`src/rtl/cayde_multicycle_ctrl_if.sv`:
```
// cayde_multicycle_ctrl_if: instruction/data memory handshake bundle for the multicycle sequencer
//   master (sequencer): imem_req, imem_addr, dmem_req, dmem_we out; imem_rdata, imem_valid, dmem_ready in
//   slave  (memories) : the same signals in the opposite direction
interface cayde_multicycle_ctrl_if;
    logic        imem_req;
    logic [31:0] imem_addr;
    logic [31:0] imem_rdata;
    logic        imem_valid;
    logic        dmem_req;
    logic        dmem_we;
    logic        dmem_ready;
    modport master (output imem_req, imem_addr, dmem_req, dmem_we, input imem_rdata, imem_valid, dmem_ready);
    modport slave (input imem_req, imem_addr, dmem_req, dmem_we, output imem_rdata, imem_valid, dmem_ready);
endinterface

```
`src/rtl/cayde_multicycle_ctrl.sv`:
```
// cayde_multicycle_ctrl: multicycle FETCH/DECODE/EXECUTE/MEMORY/WRITEBACK sequencer owning PC, IR and retire count
//   clk, rst_n          clock, asynchronous active-low reset
//   mem                 imem/dmem request handshakes (master side)
//   pc_o, ir_o          current PC and latched instruction
//   pc_target_i         branch/JAL target, branch_taken_i sampled in EXECUTE
//   alu_op_o, funct3_o, funct7_o, alu_src_imm_o, wb_sel_o   datapath controls
//   rf_we_o, trap_o, retired_o                               write strobe, sticky illegal flag, retire count
module cayde_multicycle_ctrl #(
    parameter logic [31:0] RESET_PC = 32'h0000_0000,
    parameter int          CNT_W    = 32
) (
    input  logic                 clk,
    input  logic                 rst_n,
    cayde_multicycle_ctrl_if.master mem,
    output logic [31:0]          pc_o,
    input  logic [31:0]          pc_target_i,
    input  logic                 branch_taken_i,
    output logic [31:0]          ir_o,
    output logic [1:0]           alu_op_o,
    output logic [2:0]           funct3_o,
    output logic [6:0]           funct7_o,
    output logic                 alu_src_imm_o,
    output logic                 rf_we_o,
    output logic [1:0]           wb_sel_o,
    output logic                 trap_o,
    output logic [CNT_W-1:0]     retired_o
);
    typedef enum logic [2:0] {
        FETCH     = 3'd0,
        DECODE    = 3'd1,
        EXECUTE   = 3'd2,
        MEMORY    = 3'd3,
        WRITEBACK = 3'd4,
        TRAP      = 3'd7
    } state_e;
    state_e             state_q, state_d;
    logic [31:0]        pc_q, pc_d, ir_q, ir_d, pc_plus4;
    logic [CNT_W-1:0]   retired_q, retired_d, retired_inc;
    logic               is_r, is_i, is_ld, is_st, is_br, is_jal, dec_en;
    logic               imem_req_c, dmem_req_c, dmem_we_c, rf_we_c;
    assign is_r   = ir_q[6:0] == 7'b0110011;
    assign is_i   = ir_q[6:0] == 7'b0010011;
    assign is_ld  = ir_q[6:0] == 7'b0000011;
    assign is_st  = ir_q[6:0] == 7'b0100011;
    assign is_br  = ir_q[6:0] == 7'b1100011;
    assign is_jal = ir_q[6:0] == 7'b1101111;
    assign pc_plus4    = pc_q + 32'd4;
    assign retired_inc = retired_q + CNT_W'(1);
    always_ff @(posedge clk or negedge rst_n) begin
        if (!rst_n) begin
            state_q   <= FETCH;
            pc_q      <= RESET_PC;
            ir_q      <= '0;
            retired_q <= '0;
        end else begin
            state_q   <= state_d;
            pc_q      <= pc_d;
            ir_q      <= ir_d;
            retired_q <= retired_d;
        end
    end
    always_comb begin
        state_d    = state_q;
        pc_d       = pc_q;
        ir_d       = ir_q;
        retired_d  = retired_q;
        imem_req_c = 1'b0;
        dmem_req_c = 1'b0;
        dmem_we_c  = 1'b0;
        rf_we_c    = 1'b0;
        case (state_q)
            FETCH: begin
                imem_req_c = 1'b1;
                if (mem.imem_valid) begin
                    ir_d    = mem.imem_rdata;
                    state_d = DECODE;
                end
            end
            DECODE: state_d = (is_r || is_i || is_ld || is_st || is_br || is_jal) ? EXECUTE : TRAP;
            EXECUTE: begin
                if (is_br) begin
                    pc_d      = branch_taken_i ? pc_target_i : pc_plus4;
                    retired_d = retired_inc;
                    state_d   = FETCH;
                end else begin
                    state_d = (is_ld || is_st) ? MEMORY : WRITEBACK;
                end
            end
            MEMORY: begin
                dmem_req_c = 1'b1;
                dmem_we_c  = is_st;
                if (mem.dmem_ready) begin
                    pc_d      = is_st ? pc_plus4 : pc_q;
                    retired_d = is_st ? retired_inc : retired_q;
                    state_d   = is_st ? FETCH : WRITEBACK;
                end
            end
            WRITEBACK: begin
                rf_we_c   = ir_q[11:7] != 5'd0;
                pc_d      = is_jal ? pc_target_i : pc_plus4;
                retired_d = retired_inc;
                state_d   = FETCH;
            end
            default: ;
        endcase
    end
    // strobes are gated by rst_n so they fall the moment reset asserts
    assign mem.imem_req  = rst_n && imem_req_c;
    assign mem.imem_addr = pc_q;
    assign mem.dmem_req  = rst_n && dmem_req_c;
    assign mem.dmem_we   = rst_n && dmem_we_c;
    assign rf_we_o       = rst_n && rf_we_c;
    // datapath controls follow the latched opcode only while an instruction is in flight
    assign dec_en        = state_q != FETCH && state_q != TRAP;
    assign alu_op_o      = !dec_en ? 2'b00 : is_r ? 2'b10 : is_i ? 2'b11 : is_br ? 2'b01 : 2'b00;
    assign alu_src_imm_o = dec_en && (is_i || is_ld || is_st);
    assign wb_sel_o      = !dec_en ? 2'b00 : (is_ld || is_st) ? 2'b01 : is_jal ? 2'b10 : 2'b00;
    assign pc_o          = pc_q;
    assign ir_o          = ir_q;
    assign funct3_o      = ir_q[14:12];
    assign funct7_o      = ir_q[31:25];
    assign trap_o        = state_q == TRAP;
    assign retired_o     = retired_q;
endmodule

```
`src/flat_wrapper.sv`:
```
// flat-port wrapper written by rule: the top's interface ports become plain ports
module cayde_multicycle_ctrl_flat 
#(
    parameter logic [31:0] RESET_PC = 32'h0000_0000,
    parameter int          CNT_W    = 32
)
  (clk, rst_n, pc_o, pc_target_i, branch_taken_i, ir_o, alu_op_o, funct3_o, funct7_o, alu_src_imm_o, rf_we_o, wb_sel_o, trap_o, retired_o, mem_imem_req, mem_imem_addr, mem_dmem_req, mem_dmem_we, mem_imem_rdata, mem_imem_valid, mem_dmem_ready);
  cayde_multicycle_ctrl_if mem_i ();
  input  logic clk;
  input  logic rst_n;
  output logic [31:0] pc_o;
  input  logic [31:0] pc_target_i;
  input  logic branch_taken_i;
  output logic [31:0] ir_o;
  output logic [1:0] alu_op_o;
  output logic [2:0] funct3_o;
  output logic [6:0] funct7_o;
  output logic alu_src_imm_o;
  output logic rf_we_o;
  output logic [1:0] wb_sel_o;
  output logic trap_o;
  output logic [CNT_W-1:0] retired_o;
  output wire logic [$bits(mem_i.imem_req)-1:0] mem_imem_req;
  output wire logic [$bits(mem_i.imem_addr)-1:0] mem_imem_addr;
  output wire logic [$bits(mem_i.dmem_req)-1:0] mem_dmem_req;
  output wire logic [$bits(mem_i.dmem_we)-1:0] mem_dmem_we;
  input wire logic [$bits(mem_i.imem_rdata)-1:0] mem_imem_rdata;
  input wire logic [$bits(mem_i.imem_valid)-1:0] mem_imem_valid;
  input wire logic [$bits(mem_i.dmem_ready)-1:0] mem_dmem_ready;
  assign mem_imem_req = mem_i.imem_req;
  assign mem_imem_addr = mem_i.imem_addr;
  assign mem_dmem_req = mem_i.dmem_req;
  assign mem_dmem_we = mem_i.dmem_we;
  assign mem_i.imem_rdata = mem_imem_rdata;
  assign mem_i.imem_valid = mem_imem_valid;
  assign mem_i.dmem_ready = mem_dmem_ready;
  cayde_multicycle_ctrl #(.RESET_PC(RESET_PC), .CNT_W(CNT_W)) u_core (.clk(clk), .rst_n(rst_n), .mem(mem_i), .pc_o(pc_o), .pc_target_i(pc_target_i), .branch_taken_i(branch_taken_i), .ir_o(ir_o), .alu_op_o(alu_op_o), .funct3_o(funct3_o), .funct7_o(funct7_o), .alu_src_imm_o(alu_src_imm_o), .rf_we_o(rf_we_o), .wb_sel_o(wb_sel_o), .trap_o(trap_o), .retired_o(retired_o));
endmodule
```
`config.mk`:
```
export PLATFORM = sky130hd
export DESIGN_NAME = cayde_multicycle_ctrl_flat
export DESIGN_NICKNAME = d
export VERILOG_FILES = /design/src/rtl/cayde_multicycle_ctrl_if.sv /design/src/rtl/cayde_multicycle_ctrl.sv /design/src/flat_wrapper.sv
export SDC_FILE = /design/constraint.sdc
export NUM_CORES = 1
export LEC_CHECK = 0
export CAP_MARGIN = 20
export CORE_MARGIN = 1.5
export CORE_UTILIZATION = 40
export DETAILED_ROUTE_END_ITERATION = 8
export PLACE_DENSITY = 0.77
export SYNTH_ARGS = -nofsm -noshare
export SYNTH_HDL_FRONTEND = slang
export SYNTH_SLANG_ARGS = --single-unit
```
`constraint.sdc`:
```
create_clock -name clk -period 1.85 [get_ports clk]
set_input_delay 0.185 -clock clk [delete_from_list [all_inputs] [get_ports clk]]
set_output_delay 0.185 -clock clk [all_outputs]
set_load 0.03 [all_outputs]
```
==> out/results.ini, run 1 <==
[setup_path]
cp.arrival_ns = 1.91
cp-start-kind = flop
path_class = flop to output port
crit_path_max_fanout = 4
worstPathRequired_ns = 1.66
cp-end-kind = output port

[sta]
setup_ws_ns = -0.249
slew-limit-headroom_pct = 49.9
layout_min_cycle_time_ns = 2.10
finalSetupTns_ns = -9.50
setup_viol = 68
maxSlewViolCount = 0
hold_viol = 0
worst_slew_pin_slew_ns = 0.751
clock_skew_ns = 0.00683
post-route-period-util_pct = 113
hold_slack_ns = 0.232
grt_setup_unrepaired = true
max_freq_mhz = 476

[drt]
dr.pass1.iters = 5
drt_wl_total_mm = 19.9
wire_per_inst_um = 20.0
via_count = 5700
detail_route.iter0.violations = 334
viasPerCell = 5.73
route.detailed.drc = 0
ant_nets = 0

[pwr]
ir_drop_mv = 1.28
power_frac_seq_pct = 21.5
p_leak_nw = 3.90
total_power_mw = 17.9
p_sw_mw = 8.09
power_frac_clock_pct = 10.4
p_comb_share_pct = 68.0
internal_power_mw = 9.78
p_sw_share_pct = 45.3
powerDensity_nw_per_um2 = 1840

[synth]
netlist_area_um2 = 5540
yosysMostFrequentCell = dfrtp_1
synth_cell_types = 68
netlist_instances = 537
ys_warn_count = 0
synth_nets = 608
synth_top_cell_by_area = dfrtp_1
async_reset_ff_share_pct = 100
ys.flop_type = dfrtp_1
synthTopCellsByArea = dfrtp_1 45%, mux2_2 6.7%, buf_4 6.2%
syn-mean-instance-area_um2 = 10.3
synth_edf_count = 0
ys_top_cells_by_count = 99 x dfrtp_1, 46 x buf_4, 33 x mux2_2
seq_area_frac_synth_pct = 44.7
synth_seq_cells = 99
synth_top_area_share_pct = 44.7

[final_layout]
n_fill_cell = 926
layout.nets = 884
final_cell_area_um2 = 9700
syn2layout_area_growth_pct = 75.1
n_antenna_cell = 0
drive_above_1_share_pct = 36.8

[floorplan]
start_util_pct = 41.4
die_w_um = 121
row_count = 42
die_h_um = 121
die_area_um2 = 14600
core_area_um2 = 13400
io_pins = 217

[global_routing]
grt_usage_pct = 25.9
antenna_found_initial = 0
grt_pass1_vias = 5879
grt-ovfl-total = 0
grt_start_max_net_pins = 57
grt_pass1_wl_mm = 29.6

[status]
status = finished, violations left
violations = setup timing

[cts]
htree_levels = 3
clock_latency_ns = 0.35
path_clk_slew_ns = 0.07
cts_tree = done
cts_made_buffers = 9
root_buffer = clkbuf_16
clk_path_buf_depth = 2
clock_sinks = 99

[placed_design]
placed_area_um2 = 8190
port_buffers = 216
gp_routability_congestion = 0.903
dp_hpwl_mm = 12.8

[min_path]
hold_class = primary input to async pin

[flow_run]
maxCapViolations = 0

[worst max-delay path, stage by stage, from the launching register on]
cell and delay, ns:
dfrtp_1 0.39, buf_6 0.13, and3_4 0.17, or2_4 0.23, or3_4 0.38, a21oi_4 0.13
buf_6 0.14
[kinds of logic after synthesis]
logic type / after synthesis / synth area share (%)
xor gates and xnor gates: 31 / 4.90
adders and majority gates: 3 / 0.632
AOI/OAI and AO/OA: 102 / 13.9
muxes: 37 / 7.45
and+or+nand+nor: 183 / 18.9
buffers and inverters: 82 / 9.53
DFF: 99 / 44.7
[flip-flops by register name, summed over array words and instances (netlist names)]
| register | flops |
|---|---|
| u_core.retired_o | 32 |
| u_core.state_q | 3 |
| u_core.mem.imem_addr | 32 |
| u_core.ir_o | 32 |
[stage by stage]
stage / instances / setup WS (ns) / utilization, %
finish: 994 / -0.249 / 72.4
global route: 994 / -0.312 / 72.4
CTS: 993 / -0.255 / 69.8
detailed placement: 937 / -0.314 / 61.1
global placement: 937 / -0.293 / 61.1
floorplan: 537 / -0.166 / -
[metal layers]
layer | global-route usage [%] | vias up | wire, um
li1 | - | 2501 | -
met1 | 29.9 | 2834 | 7330
met2 | 46.1 | 312 | 10300
met3 | 6.32 | 53 | 1650
met4 | 10.1 | 0 | 640
met5 | 0 | - | 0
[what timing repair did]
| action | CTS | global route |
|---|---|---|
| gates resized for setup | 111 | 85 |
| hold endpoints to repair | 9 | 0 |
| hold buffers | 1 | 0 |
| setup endpoints to repair | 97 | 103 |
| buffers inserted | 32 | 9 |
| pin swaps | 53 | 39 |
| cloned | 8 | 2 |
[final timing paths]
kind	from	endpoint	slack (ns)	cells past startpoint
min reg2reg	u_core.retired_o[31]	u_core.retired_o[31]	0.47	1
max in group asynchronous	rst_n	u_core.ir_o[3]	0.61	3
min in group clk	mem_imem_rdata[4]	u_core.ir_o[4]	0.42	3
max reg2reg	u_core.state_q[0]	u_core.mem.imem_addr[18]	-0.24	7
min	rst_n	u_core.ir_o[9]	0.23	2
max	u_core.state_q[0]	alu_src_imm_o	-0.25	6
[area by class of cell]
cell class              instances  area, um2  share of cell area (%)
inverters                       7       26.3                   0.271
repair buffers                338       3420                    35.3
flip-flops and latches         99       2500                    25.8
well taps                     176        220                    2.27
clock buffers                  12        236                    2.44
multi-input cells             358       3240                    33.4
clock inverters                 4       51.3                   0.529
[layout by cell type (no fill, tap or decap), types with 5 or more instances in the layout]
cell | Yosys | final
buf_6 | 4 | 37
xor2_1 | 6 | 6
o21ai_2 | 0 | 5
nand3_4 | 0 | 5
and3_1 | 21 | 18
buf_4 | 46 | 76
nand3_1 | 26 | 17
and2_1 | 10 | 10
nor2_1 | 23 | 14
a31oi_1 | 11 | 6
dfrtp_2 | 0 | 22
clkdlybuf4s50_1 | 0 | 198
clkbuf_16 | 0 | 11
buf_12 | 0 | 9
inv_1 | 7 | 7
o22a_1 | 13 | 13
nor3_1 | 20 | 12
o21a_1 | 6 | 6
nor4_4 | 2 | 5
buf_8 | 0 | 5
mux2_2 | 33 | 31
nand4_1 | 19 | 19
o211ai_1 | 6 | 6
a21oi_1 | 17 | 12
a221o_1 | 5 | 5
dlygate4sd2_1 | 0 | 5
dfrtp_1 | 99 | 77
and4_1 | 10 | 10
nand2_1 | 26 | 17
nor2_4 | 1 | 11
nand2_2 | 1 | 8
xnor2_1 | 25 | 23
[power by group through the flow]
stage	Combinational (mW)	Clock, mW	Sequential [mW]
2_1_floorplan	4.50	0	5.24
3_3_place_gp	9.45	0	3.73
3_5_place_dp	9.62	0	3.79
4_1_cts	11.4	1.91	3.79
5_1_grt	12.7	1.98	3.95
6_report	12.2	1.87	3.85
No activity file was read; power rests on OpenSTA's default activity.
==> inputs of run 2 (changes only) <==
--- a/config.mk
+++ b/config.mk
@@ -10,6 +10,7 @@
 export CORE_UTILIZATION = 40
 export DETAILED_ROUTE_END_ITERATION = 8
 export PLACE_DENSITY = 0.77
+export SETUP_SLACK_MARGIN = 0.2
 export SYNTH_ARGS = -nofsm -noshare
 export SYNTH_HDL_FRONTEND = slang
 export SYNTH_SLANG_ARGS = --single-unit
==> run 2 against run 1 <==
Effect of this change:
- the run still ends with setup timing left
- clock skew is essentially flat
- hold slack gained 0.16 ns
- via count grew 0.81%
- first-iteration DRC count grew 37%
- utilization grew 0.17 points
- critical path depth is the same
- maximum frequency shrank 4.9%
- wire length shrank 1.5%
- largest power group unchanged
==> out/results.ini, run 2 (synthesis results as in run 1) <==
[global_routing]
grt_pass1_wl_mm = 29.5
antenna_found_initial = 1
grt_start_max_net_pins = 48
grt_pass1_vias = 5702
grt_usage_pct = 26.0
grt-ovfl-total = 0

[setup_path]
cp-end-kind = output port
cp_num_cells = 6
regToRegStartpoint = u_core.state_q[0]
path_class = flop to output port
worstPathRequired_ns = 1.66
r2r_slack_ns = -0.30
crit_path_max_fanout = 10
r2r_end = u_core.mem.imem_addr[12]
r2r_cells = 9
cp-start-kind = flop
critPathTopFamily = simple AND/OR/NAND/NOR gates
cp.arrival_ns = 2.02
cp-endpoint = alu_src_imm_o
cpMostUsedCell = buf_6
critPathSlowestCell = dfrtp_1
crit_path_max_incr_delay_ns = 0.42
critPathLaunch = u_core.state_q[2]
path_cells = buf_6 -> and3_4 -> or2_4 -> or3_4 -> a21oi_4 -> buf_6
cp.buffers_inverters = 2

[cts]
clock_latency_ns = 0.35
clk_path_buf_depth = 2
cts_tree = done
root_buffer = clkbuf_16
clock_sinks = 99
cts_made_buffers = 9
path_clk_slew_ns = 0.07
htree_levels = 3

[sta]
clock_skew_ns = 0.00688
maxSlewViolCount = 0
grt_setup_unrepaired = true
worst_slew_pin_slew_ns = 0.611
setup_ws_ns = -0.357
setup_viol = 70
max_freq_mhz = 453
hold_viol = 0
layout_min_cycle_time_ns = 2.21
post-route-period-util_pct = 119
slew-limit-headroom_pct = 59.2

[placed_design]
gp_routability_congestion = 0.870
port_buffers = 216
dp_hpwl_mm = 12.8

[final_layout]
drive_above_1_share_pct = 36.4
layout_common_cells = 105 x clkdlybuf4s50_1, 80 x buf_4, 77 x dfrtp_1
syn2layout_area_growth_pct = 75.5
n_antenna_cell = 0
ff_latch_area_um2 = 2500
multi_input_area_um2 = 3100
fin_util_pct = 72.6
n_fill_cell = 915
layout.nets = 898
final_common_cell = clkdlybuf4s50_1

[pwr]
powerDensity_nw_per_um2 = 1780
p_leak_nw = 4.47
ir_drop_mv = 1.22
total_power_mw = 17.3

[min_path]
min-delay-start = pc_target_i[3]
hold_class = primary input to flop

[drt]
ant_nets = 0
wl_met1_mm = 7.32
drt_wl_total_mm = 19.6
routed-wl-met2_mm = 9.93
detail_route.iter0.violations = 458
wire_per_inst_um = 19.4
dr.pass1.iters = 6
via_count = 5746
wl_met3_mm = 1.71
viasPerCell = 5.70
top_layer = met4
route.detailed.drc = 0

[floorplan]
io_pins = 217
row_count = 42
die_area_um2 = 14600
die_w_um = 121
die_h_um = 121
start_util_pct = 41.4
core_area_um2 = 13400

[status]
violations = setup timing
status = finished, violations left

[flow_run]
maxCapViolations = 0

## run 2: changes by cell type in the layout (fill, tap and decap cells not counted), sizes merged
cell           before  now
buf               129  144
bufbuf              0    1
clkdlybuf4s15       0    1
clkdlybuf4s50     198  105
dlygate4sd2         5   73
dlymetal6s2s        3   26
inv                 8    7
## run 2: routing by layer
metal / track usage (%) / vias up
met1: 30.2 / 2821
met4: 11.3 / 0
li1: - / 2533
met5: 0 / -
met3: 7.12 / 55
met2: 44.9 / 337
## run 2: what timing repair did
action                                  in CTS  in global routing
buffers inserted                            33                 10
hold buffers                                 1                  0
endpoints found under the setup margin     178                132
gates resized for setup                    173                 83
pin swaps                                   49                 30
cloned                                       6                  2
endpoints found under the hold margin       75                  0
## run 2: worst min path at each step
stage                               to  slack (ns)  cells past startpoint
2_1_floorplan           u_core.ir_o[0]       -0.11                      0
3_3_place_gp           u_core.ir_o[31]        0.24                      2
3_5_place_dp           u_core.ir_o[31]        0.25                      2
4_1_cts                 u_core.ir_o[4]        0.38                      3
5_1_grt        u_core.mem.imem_addr[3]        0.41                      3
6_report       u_core.mem.imem_addr[3]        0.40                      3
## run 2: per-stage QoR
step                      std cells  worst slack [ns]  area (um2)  setup TNS, ns  hold WS (ns)
after floorplan                 537            -0.166        5790          -1.66        -0.111
after global placement          940            -0.339        8290         -13.85         0.245
after detailed placement        940            -0.343        8290         -14.93         0.248
after CTS                       996            -0.320        9300         -10.76         0.375
after global routing           1008            -0.379        9720         -18.03         0.407
final                          1008            -0.357        9720         -12.03         0.395
## run 2: worst reg2reg max path, delay by kind of cell (launching register included)
| family | cells | cell delay [ns] |
|---|---|---|
| AOI/OAI and AO/OA | 2 | 0.28 |
| and+or+nand+nor | 2 | 0.57 |
| DFF | 1 | 0.40 |
| buffers and inverters | 4 | 0.52 |
| muxes | 1 | 0.26 |
## run 2: cell type report
type | count | area share [%]
timing repair buffer | 352 | 36.7
multi-input combinational | 358 | 31.9
sequential | 99 | 25.8
clock buffer | 13 | 2.68
tap | 176 | 2.26
clock inverter | 3 | 0.476
inverter | 7 | 0.270
## run 2: where the power goes
part / total (mW) / internal [mW] / switching [mW]
combinational: 11.5 / 5.34 / 6.18
sequential: 3.79 / 2.99 / 0.808
clock: 1.95 / 1.13 / 0.822
